===== config.mk =====
export PLATFORM = sky130hd
export DESIGN_NAME = axi_lite_master
export DESIGN_NICKNAME = d
export VERILOG_FILES = /design/src/rtl/axi_lite_master.sv
export SDC_FILE = /design/constraint.sdc
export NUM_CORES = 1
export LEC_CHECK = 0
export ABC_AREA = 0
export BUFFER_PORTS_ARGS = -buffer_cell sky130_fd_sc_hd__buf_2
export CORE_MARGIN = 2
export CORE_UTILIZATION = 52
export DETAILED_ROUTE_END_ITERATION = 10
export PLACE_DENSITY = 0.86
export RECOVER_POWER = 25
export SYNTH_ARGS = -nofsm -noshare
export SYNTH_HDL_FRONTEND = slang
export SYNTH_SLANG_ARGS = --single-unit

===== constraint.sdc =====
create_clock -name ACLK -period 3.9 [get_ports ACLK]
set_clock_uncertainty 0.1 [all_clocks]
set_input_delay 0.195 -clock ACLK [delete_from_list [all_inputs] [get_ports ACLK]]
set_output_delay 0.195 -clock ACLK [all_outputs]
set_load 0.03 [all_outputs]

===== src/rtl/axi_lite_master.sv =====
// Single-beat AXI4-Lite initiator: one command at a time, registered AXI/rsp outputs, timeout abort.
// Zero-wait slave: response strobe two edges after accept; new commands are refused (cmd_ready=0) until back in IDLE.
module axi_lite_master #(
  parameter int ADDR_W  = 32,
  parameter int DATA_W  = 32,
  parameter int TIMEOUT = 255
) (
  input  logic                ACLK,
  input  logic                ARESETn,
  input  logic                cmd_valid,
  output logic                cmd_ready,
  input  logic                cmd_write,
  input  logic [ADDR_W-1:0]   cmd_addr,
  input  logic [DATA_W-1:0]   cmd_wdata,
  input  logic [DATA_W/8-1:0] cmd_wstrb,
  output logic                rsp_valid,
  output logic [DATA_W-1:0]   rsp_rdata,
  output logic [1:0]          rsp_resp,
  output logic                rsp_timeout,
  output logic                AWVALID,
  input  logic                AWREADY,
  output logic [ADDR_W-1:0]   AWADDR,
  output logic [2:0]          AWPROT,
  output logic                WVALID,
  input  logic                WREADY,
  output logic [DATA_W-1:0]   WDATA,
  output logic [DATA_W/8-1:0] WSTRB,
  input  logic                BVALID,
  output logic                BREADY,
  input  logic [1:0]          BRESP,
  output logic                ARVALID,
  input  logic                ARREADY,
  output logic [ADDR_W-1:0]   ARADDR,
  output logic [2:0]          ARPROT,
  input  logic                RVALID,
  output logic                RREADY,
  input  logic [DATA_W-1:0]   RDATA,
  input  logic [1:0]          RRESP
);

  localparam int STRB_W = DATA_W / 8;
  localparam int CNT_W  = $clog2(TIMEOUT + 1);
  localparam logic [CNT_W-1:0] LIMIT = CNT_W'(TIMEOUT - 1);

  typedef enum logic [2:0] {
    S_IDLE, S_WR_REQ, S_WR_RESP, S_RD_REQ, S_RD_RESP, S_DONE
  } state_e;

  state_e state_q, state_d;
  logic [CNT_W-1:0]  cnt_q, cnt_d;
  logic              awvalid_q, awvalid_d;
  logic              wvalid_q, wvalid_d;
  logic              bready_q, bready_d;
  logic              arvalid_q, arvalid_d;
  logic              rready_q, rready_d;
  logic [ADDR_W-1:0] awaddr_q, awaddr_d;
  logic [ADDR_W-1:0] araddr_q, araddr_d;
  logic [DATA_W-1:0] wdata_q, wdata_d;
  logic [STRB_W-1:0] wstrb_q, wstrb_d;
  logic              rsp_valid_q, rsp_valid_d;
  logic [DATA_W-1:0] rsp_rdata_q, rsp_rdata_d;
  logic [1:0]        rsp_resp_q, rsp_resp_d;
  logic              rsp_tmo_q, rsp_tmo_d;

  logic expired;
  logic timeout_hit;
  logic aw_ok;
  logic w_ok;
  logic busy;

  assign expired = (cnt_q >= LIMIT);
  // A write channel counts as finished once its valid has dropped or handshakes this edge.
  assign aw_ok   = !awvalid_q || AWREADY;
  assign w_ok    = !wvalid_q || WREADY;
  assign busy    = (state_q != S_IDLE) && (state_q != S_DONE);

  // State register
  always_ff @(posedge ACLK or negedge ARESETn) begin
    if (!ARESETn) begin
      state_q <= S_IDLE;
      cnt_q   <= '0;
    end else begin
      state_q <= state_d;
      cnt_q   <= cnt_d;
    end
  end

  // Next state; any handshake that advances the FSM takes priority over the timeout
  always_comb begin
    state_d     = state_q;
    timeout_hit = 1'b0;
    unique case (state_q)
      S_IDLE: begin
        if (cmd_valid) state_d = cmd_write ? S_WR_REQ : S_RD_REQ;
      end
      S_WR_REQ: begin
        if (aw_ok && w_ok) begin
          state_d = S_WR_RESP;
        end else if (expired) begin
          state_d     = S_DONE;
          timeout_hit = 1'b1;
        end
      end
      S_WR_RESP: begin
        if (BVALID) begin
          state_d = S_DONE;
        end else if (expired) begin
          state_d     = S_DONE;
          timeout_hit = 1'b1;
        end
      end
      S_RD_REQ: begin
        if (ARREADY) begin
          state_d = S_RD_RESP;
        end else if (expired) begin
          state_d     = S_DONE;
          timeout_hit = 1'b1;
        end
      end
      S_RD_RESP: begin
        if (RVALID) begin
          state_d = S_DONE;
        end else if (expired) begin
          state_d     = S_DONE;
          timeout_hit = 1'b1;
        end
      end
      S_DONE:  state_d = S_IDLE;
      default: state_d = S_IDLE;
    endcase

    // Saturating at the limit keeps later phases expired without wrapping.
    cnt_d = cnt_q;
    if (state_q == S_IDLE) begin
      cnt_d = '0;
    end else if (busy && !expired) begin
      cnt_d = cnt_q + 1'b1;
    end
  end

  // Output next-state values
  always_comb begin
    awvalid_d   = awvalid_q;
    wvalid_d    = wvalid_q;
    bready_d    = bready_q;
    arvalid_d   = arvalid_q;
    rready_d    = rready_q;
    awaddr_d    = awaddr_q;
    araddr_d    = araddr_q;
    wdata_d     = wdata_q;
    wstrb_d     = wstrb_q;
    rsp_rdata_d = rsp_rdata_q;
    rsp_resp_d  = rsp_resp_q;
    rsp_tmo_d   = rsp_tmo_q;
    rsp_valid_d = (state_d == S_DONE) && (state_q != S_DONE);

    unique case (state_q)
      S_IDLE: begin
        if (cmd_valid) begin
          if (cmd_write) begin
            awvalid_d = 1'b1;
            wvalid_d  = 1'b1;
            awaddr_d  = cmd_addr;
            wdata_d   = cmd_wdata;
            wstrb_d   = cmd_wstrb;
          end else begin
            arvalid_d = 1'b1;
            araddr_d  = cmd_addr;
          end
        end
      end
      S_WR_REQ: begin
        if (AWREADY || timeout_hit) awvalid_d = 1'b0;
        if (WREADY || timeout_hit)  wvalid_d  = 1'b0;
        if (state_d == S_WR_RESP)   bready_d  = 1'b1;
      end
      S_WR_RESP: begin
        if (state_d == S_DONE) bready_d = 1'b0;
        if (BVALID) begin
          rsp_rdata_d = '0;
          rsp_resp_d  = BRESP;
          rsp_tmo_d   = 1'b0;
        end
      end
      S_RD_REQ: begin
        if (state_d != S_RD_REQ)  arvalid_d = 1'b0;
        if (state_d == S_RD_RESP) rready_d  = 1'b1;
      end
      S_RD_RESP: begin
        if (state_d == S_DONE) rready_d = 1'b0;
        if (RVALID) begin
          rsp_rdata_d = RDATA;
          rsp_resp_d  = RRESP;
          rsp_tmo_d   = 1'b0;
        end
      end
      S_DONE: begin
        awaddr_d = '0;
        araddr_d = '0;
        wdata_d  = '0;
        wstrb_d  = '0;
      end
      default: ;
    endcase

    if (timeout_hit) begin
      rsp_rdata_d = '0;
      rsp_resp_d  = 2'b10;
      rsp_tmo_d   = 1'b1;
    end
  end

  always_ff @(posedge ACLK or negedge ARESETn) begin
    if (!ARESETn) begin
      awvalid_q   <= 1'b0;
      wvalid_q    <= 1'b0;
      bready_q    <= 1'b0;
      arvalid_q   <= 1'b0;
      rready_q    <= 1'b0;
      awaddr_q    <= '0;
      araddr_q    <= '0;
      wdata_q     <= '0;
      wstrb_q     <= '0;
      rsp_valid_q <= 1'b0;
      rsp_rdata_q <= '0;
      rsp_resp_q  <= 2'b00;
      rsp_tmo_q   <= 1'b0;
    end else begin
      awvalid_q   <= awvalid_d;
      wvalid_q    <= wvalid_d;
      bready_q    <= bready_d;
      arvalid_q   <= arvalid_d;
      rready_q    <= rready_d;
      awaddr_q    <= awaddr_d;
      araddr_q    <= araddr_d;
      wdata_q     <= wdata_d;
      wstrb_q     <= wstrb_d;
      rsp_valid_q <= rsp_valid_d;
      rsp_rdata_q <= rsp_rdata_d;
      rsp_resp_q  <= rsp_resp_d;
      rsp_tmo_q   <= rsp_tmo_d;
    end
  end

  // Gated by reset so the port reads 0 while ARESETn is held low.
  assign cmd_ready   = ARESETn && (state_q == S_IDLE);
  assign rsp_valid   = rsp_valid_q;
  assign rsp_rdata   = rsp_rdata_q;
  assign rsp_resp    = rsp_resp_q;
  assign rsp_timeout = rsp_tmo_q;
  assign AWVALID     = awvalid_q;
  assign AWADDR      = awaddr_q;
  assign AWPROT      = 3'b000;
  assign WVALID      = wvalid_q;
  assign WDATA       = wdata_q;
  assign WSTRB       = wstrb_q;
  assign BREADY      = bready_q;
  assign ARVALID     = arvalid_q;
  assign ARADDR      = araddr_q;
  assign ARPROT      = 3'b000;
  assign RREADY      = rready_q;

endmodule

### Word level (Yosys, flattened, before mapping)

Cells that the tools add are included.

| storage, ports and cells | value |
|---|---|
| bits in registers | 152 |
| input port bits | 113 |
| output and inout port bits | 148 |
| logic and storage cells | 123 |

| cells by class | value |
|---|---|
| add/sub/neg operators | 1 |
| order comparisons | 1 |
| eq/ne operators | 22 |
| multiplexer cells | 55 |
| reductions and logical operators | 29 |

Operators by type and width:

| kind | count |
|---|---|
| 32-bit two-way mux | 9 |
| 32-bit one-hot mux with 2 select lines | 4 |
| 2-bit inequality test, second input constant | 10 |
| 1-bit two-way mux | 18 |
| 3-bit two-way mux | 6 |
| 8-bit two-way mux | 2 |
| 3-bit one-hot mux with 5 select lines | 1 |
| 3-bit AND reduction | 5 |
| 3-bit == test, second input constant | 4 |
| 1-bit one-hot mux with 2 select lines | 6 |
| 4-bit AND reduction | 3 |
| 2-bit nonzero test | 6 |
| 3-bit by 2-bit == test with 1-bit output, second input constant | 3 |
| 3-bit inequality test, second input constant | 3 |
| 8-bit by 1-bit adder with 8-bit output, second input constant | 1 |
| 8-bit greater-or-equal comparator, second input constant | 1 |
| 2-bit two-way mux | 4 |
| 4-bit two-way mux | 2 |
| 4-bit one-hot mux with 2 select lines | 1 |
| 3-bit nonzero test | 2 |
| 1-bit logical AND | 5 |
| 1-bit logical OR | 4 |
| 1-bit one-hot mux with 4 select lines | 1 |
| 2-bit one-hot mux with 2 select lines | 1 |
| 4 further kinds | 6 |

### Longest topological paths before layout

| depth | value |
|---|---|
| word-level depth | 8 |
| mapped depth | 8 |
| mapped depth without buffers | 6 |

### Least setup slack after synthesis

OpenSTA, ideal clock, no wires.

| timing | value |
|---|---|
| path kind | flip-flop to output port |
| start | register state_q[1] |
| end | output cmd_ready |
| arrival | 1.624 ns |
| data required time | 3.605 ns |
| path slack | 1.981 ns |
| cell stages (with the launch flop) | 5 |
| buffers on the path | 2 |
| cell sequence | dfrtp_1 buf_2 buf_2 nor3_1 and2_1 |

| on the way | value |
|---|---|
| word-level cells in the longest chain between the ends | 2 |

RTL lines:

| item | RTL line | source |
|---|---|---|
| from (decl) | 49 | `state_e state_q, state_d;` |
| from (signal assigned) | 83 | `state_q <= state_d;` |
| 3-bit zero test | 246 | `assign cmd_ready = ARESETn && (state_q == S_IDLE);` |
| 1-bit logical AND | 246 |  |
| to (decl) | 11 | `output logic cmd_ready,` |

Every way passes these cells.

### Worst setup path in the final report

| timing | value |
|---|---|
| start | input ARESETn |
| end | output cmd_ready |

| on the way | value |
|---|---|
| word-level cells in the longest chain between the ends | 1 |

RTL lines:

| item | RTL line | source |
|---|---|---|
| from (decl) | 9 | `input logic ARESETn,` |
| 1-bit logical AND | 246 |  |

Every way passes these cells.

==> impl_results.md <==
- Status: complete, but fails checks
- Violated checks: capacitance limit, slew limit
- Initial core utilization: 52.7%
- Vias/cell: 5.46
- Synth warnings: 0
- Clk pwr share: 20.8%
- Setup_tns: 0 ns
- Final Instance Count excl. Fillers: 1,140
- Drt pass-1 iters: 8
- H-tree lvl count: 4
- Hold buffer count at cts: 102
- VDD IR max: ~0.00044 V
- Logic gate share of total power: 44.8%
- First-pass GRT wire length: between 30,000 and 40,000 um
- P_leak: 4.70 nW
- Resize count post-CTS: 0
- Core ar.: 0.0119 sq mm
- WP data arrival: 2.44 ns
- Chip Width: 114 um
- Number of port buffers: around 250
- Flop2flop setup slack: 1.34 ns
- Initial DRC count: 581
- Die height: approximately 110 um
- I/O pins: between 200 and 300
- Grt total ovfl: 0
- Synth cell types: 50
- Share of layout cells above drive strength 1: 25.7%
- Initial antenna violation count: 0
- Syn Area/Cell: 9.73 sq um
- Count of placed standard cells including taps: 1,006
- Routed Antenna Nets: 0
- Vias in the first global route: between 6,000 and 7,000
- Fin crit period: 2.73 ns
- Sw Share: 46.8%
- Root Buffer: clkbuf_16
- P_sw: 0.00367 W
- Cell area after synthesis: 0.00625 sq mm
- Slew margin rel.: -13.7%
- Origin of the critical flop-to-flop path: state_q[2]
- Fillers: 736
- FMAX: 366 MHz
- Hold Path Origin: ARREADY
- Clock sinks: 152
- Design area: 0.00908 sq mm
- Largest net degree at the start of global routing: 93
- Hold Crit Endpoint: ARVALID
- Ys async rst share: 100%
- Cell area after placement: 0.00754 sq mm
- WHS Path Cells: 3
- Post-synthesis sequential area ratio: 60.9%
- Residual DRC: 0
- Final hold viol count: 0
- Die ar.: 0.0129 sq mm
- Number of synthesized register bits: 152
- Flop pwr share: 34.4%
- Final WL: 20,000 um
- CTS tree: built
- Layout area overhead: 45.4%
- Post-layout util: 76.6%
- Routability cong.: 0.806
- Crit path kind: in -> out
- Final worst slack: 1.17 ns
- Top_reg_cell synth: dfrtp_1
- Number of synthesized flops with an enable pin: 0
- Period utilization: 70.1%
- Worst skew pair latency: around 0.41 ns
- Power per cell area: 863 mW/mm^2
- Critical path data required time: 3.61 ns
- Post-CTS setup buffer count: 0
- DP Wirelength: 11,500 um
- Top fanout value on the critical path: 70
- Actual slew at the worst max-slew pin: 1.70 ns
- Finish-stage setup viols: 0
- # rows: 40
- WL per Instance: ~18 um
- CP Launch Type: input pin
- Number of nets in the layout: ~1,100
- CTS buffer count: 17
- Hold WC Path Type: in -> reg
- Reg2reg end: rsp_rdata[27]
- Max Slew Vio Count: 71
- Int Power: around 0.0042 W
- RSZ-0062 raised after global routing: false
- Worst Reg-to-Reg Cells: 4
- Vias: ~6,200
- DP Worst Slack: 1.40 ns
- Gr usage total: 31.4%
- Worst-path clk slew: 0.06 ns
- Clock Tree Buf Depth: 2
- Maxcap violations: 1
- Synth Instances: around 640
- Critical Path Sink Type: output port
- Ant diodes: 0
-- per-stage QoR --
step	hold slack, ns	total power [W]
6_report	0.0218	0.00784
5_1_grt	0.0360	0.00829
4_1_cts	0.00443	0.00779
3_5_place_dp	0.130	0.00606
3_3_place_gp	0.136	0.00594
2_1_floorplan	-0.201	0.00503
-- power by group through the flow --
stage / Clock [W] / Combinational (W) / Sequential (W)
after floorplan: 0 / 0.00122 / 0.00382
after global placement: 0 / 0.00330 / 0.00264
after detailed placement: 0 / 0.00340 / 0.00266
after CTS: 0.00164 / 0.00350 / 0.00265
after global routing: 0.00173 / 0.00379 / 0.00277
final: 0.00163 / 0.00351 / 0.00270
-- area by class of cell --
type	instances	area (sq um)	area share [%]
clock inverters	13	144	1.58
repair buffers	365	2300	25.4
flip-flops and latches	152	3800	41.9
clock buffers	19	443	4.88
well taps	147	184	2.02
multi-input cells	443	2200	24.2
inverters	1	3.75	0.0413
-- cell usage after synthesis, types with 3 or more instances --
cell type / number / area share [%]
clkbuf_1: 16 / 0.96
nor2_1: 47 / 2.8
nand2_1: 181 / 11
xnor2_1: 3 / 0.42
buf_4: 10 / 1.2
a211oi_1: 3 / 0.36
nand3_1: 4 / 0.32
a21o_1: 4 / 0.48
a22oi_1: 32 / 3.8
nand3b_1: 3 / 0.36
mux2i_1: 3 / 0.48
clkbuf_2: 3 / 0.24
o21ai_0: 87 / 7.0
o21ai_1: 23 / 1.8
dfrtp_1: 152 / 61
nand2b_1: 4 / 0.40
buf_2: 20 / 1.6
a21oi_1: 6 / 0.48
-- layer usage --
layer	track usage, %	vias to the layer above	part of all wire [%]
met5	0	-	0
met4	18.0	0	4.7
met3	10.5	81	9.1
met2	52.4	390	49
met1	35.5	2925	37
li1	-	2825	-
-- how the worst max path moves through the flow --
stage,end,start,slack [ns],cells after the start
2_1_floorplan,cmd_ready,state_q[1],1.98,4
5_1_grt,cmd_ready,ARESETn,0.85,4
6_report,cmd_ready,ARESETn,1.17,4
3_3_place_gp,rsp_rdata[19],state_q[0],1.49,4
3_5_place_dp,rsp_rdata[27],state_q[0],1.40,4
4_1_cts,cmd_ready,state_q[0],1.23,3
-- flip-flops by register name (all words and copies together), names as in the netlist, 2 cells and up --
| name | cells |
|---|---|
| WSTRB | 4 |
| cnt_q | 8 |
| AWADDR | 32 |
| ARADDR | 32 |
| state_q | 3 |
| rsp_rdata | 32 |
| rsp_resp | 2 |
| WDATA | 32 |
-- worst max-delay path: stages --
cell and delay, ns:
dlygate4sd3_1 0.54, clkbuf_2 1.21, and2_1 0.26, buf_2 0.20
-- logic make-up after synthesis --
family | count (synthesis) | synth area share (%)
AO/OA/AOI/OAI | 171 | 16.5
AND/OR/NAND/NOR | 257 | 16.8
multiplexers | 4 | 0.661
buffers and inverters | 52 | 4.31
other | 1 | 0.0600
flip-flops | 152 | 60.9
adder cells (fa/ha/maj) | 2 | 0.400
XOR/XNOR | 3 | 0.421
-- layout by cell type (no fill, tap or decap), types with 2 or more instances in the layout --
| master | synthesis | final |
|---|---|---|
| nand3_1 | 4 | 4 |
| nor4_1 | 2 | 2 |
| and2_1 | 2 | 2 |
| o22ai_4 | 1 | 2 |
| buf_2 | 20 | 209 |
| xnor2_1 | 3 | 3 |
| mux2i_1 | 3 | 3 |
| inv_6 | 0 | 4 |
| a22oi_1 | 32 | 32 |
| nor3b_1 | 2 | 2 |
| clkinv_2 | 0 | 2 |
| a211oi_1 | 3 | 3 |
| ha_1 | 2 | 2 |
| or3_1 | 2 | 2 |
| nand3b_1 | 3 | 3 |
| nor2_1 | 47 | 47 |
| nand4_1 | 2 | 2 |
| clkbuf_1 | 16 | 45 |
| nand2b_1 | 4 | 4 |
| a21o_1 | 4 | 4 |
| a21oi_1 | 6 | 6 |
| o21ai_0 | 87 | 87 |
| clkinvlp_4 | 0 | 4 |
| bufinv_16 | 0 | 2 |
| conb_1 | 1 | 6 |
| buf_4 | 10 | 9 |
| a211o_1 | 2 | 2 |
| dfrtp_1 | 152 | 152 |
| clkbuf_16 | 0 | 17 |
| nand2_1 | 181 | 181 |
| o21ai_1 | 23 | 23 |
| dlygate4sd3_1 | 0 | 102 |
| o2bb2ai_1 | 2 | 2 |
| nor2b_1 | 2 | 2 |
No activity file was read; power rests on OpenSTA's default activity.
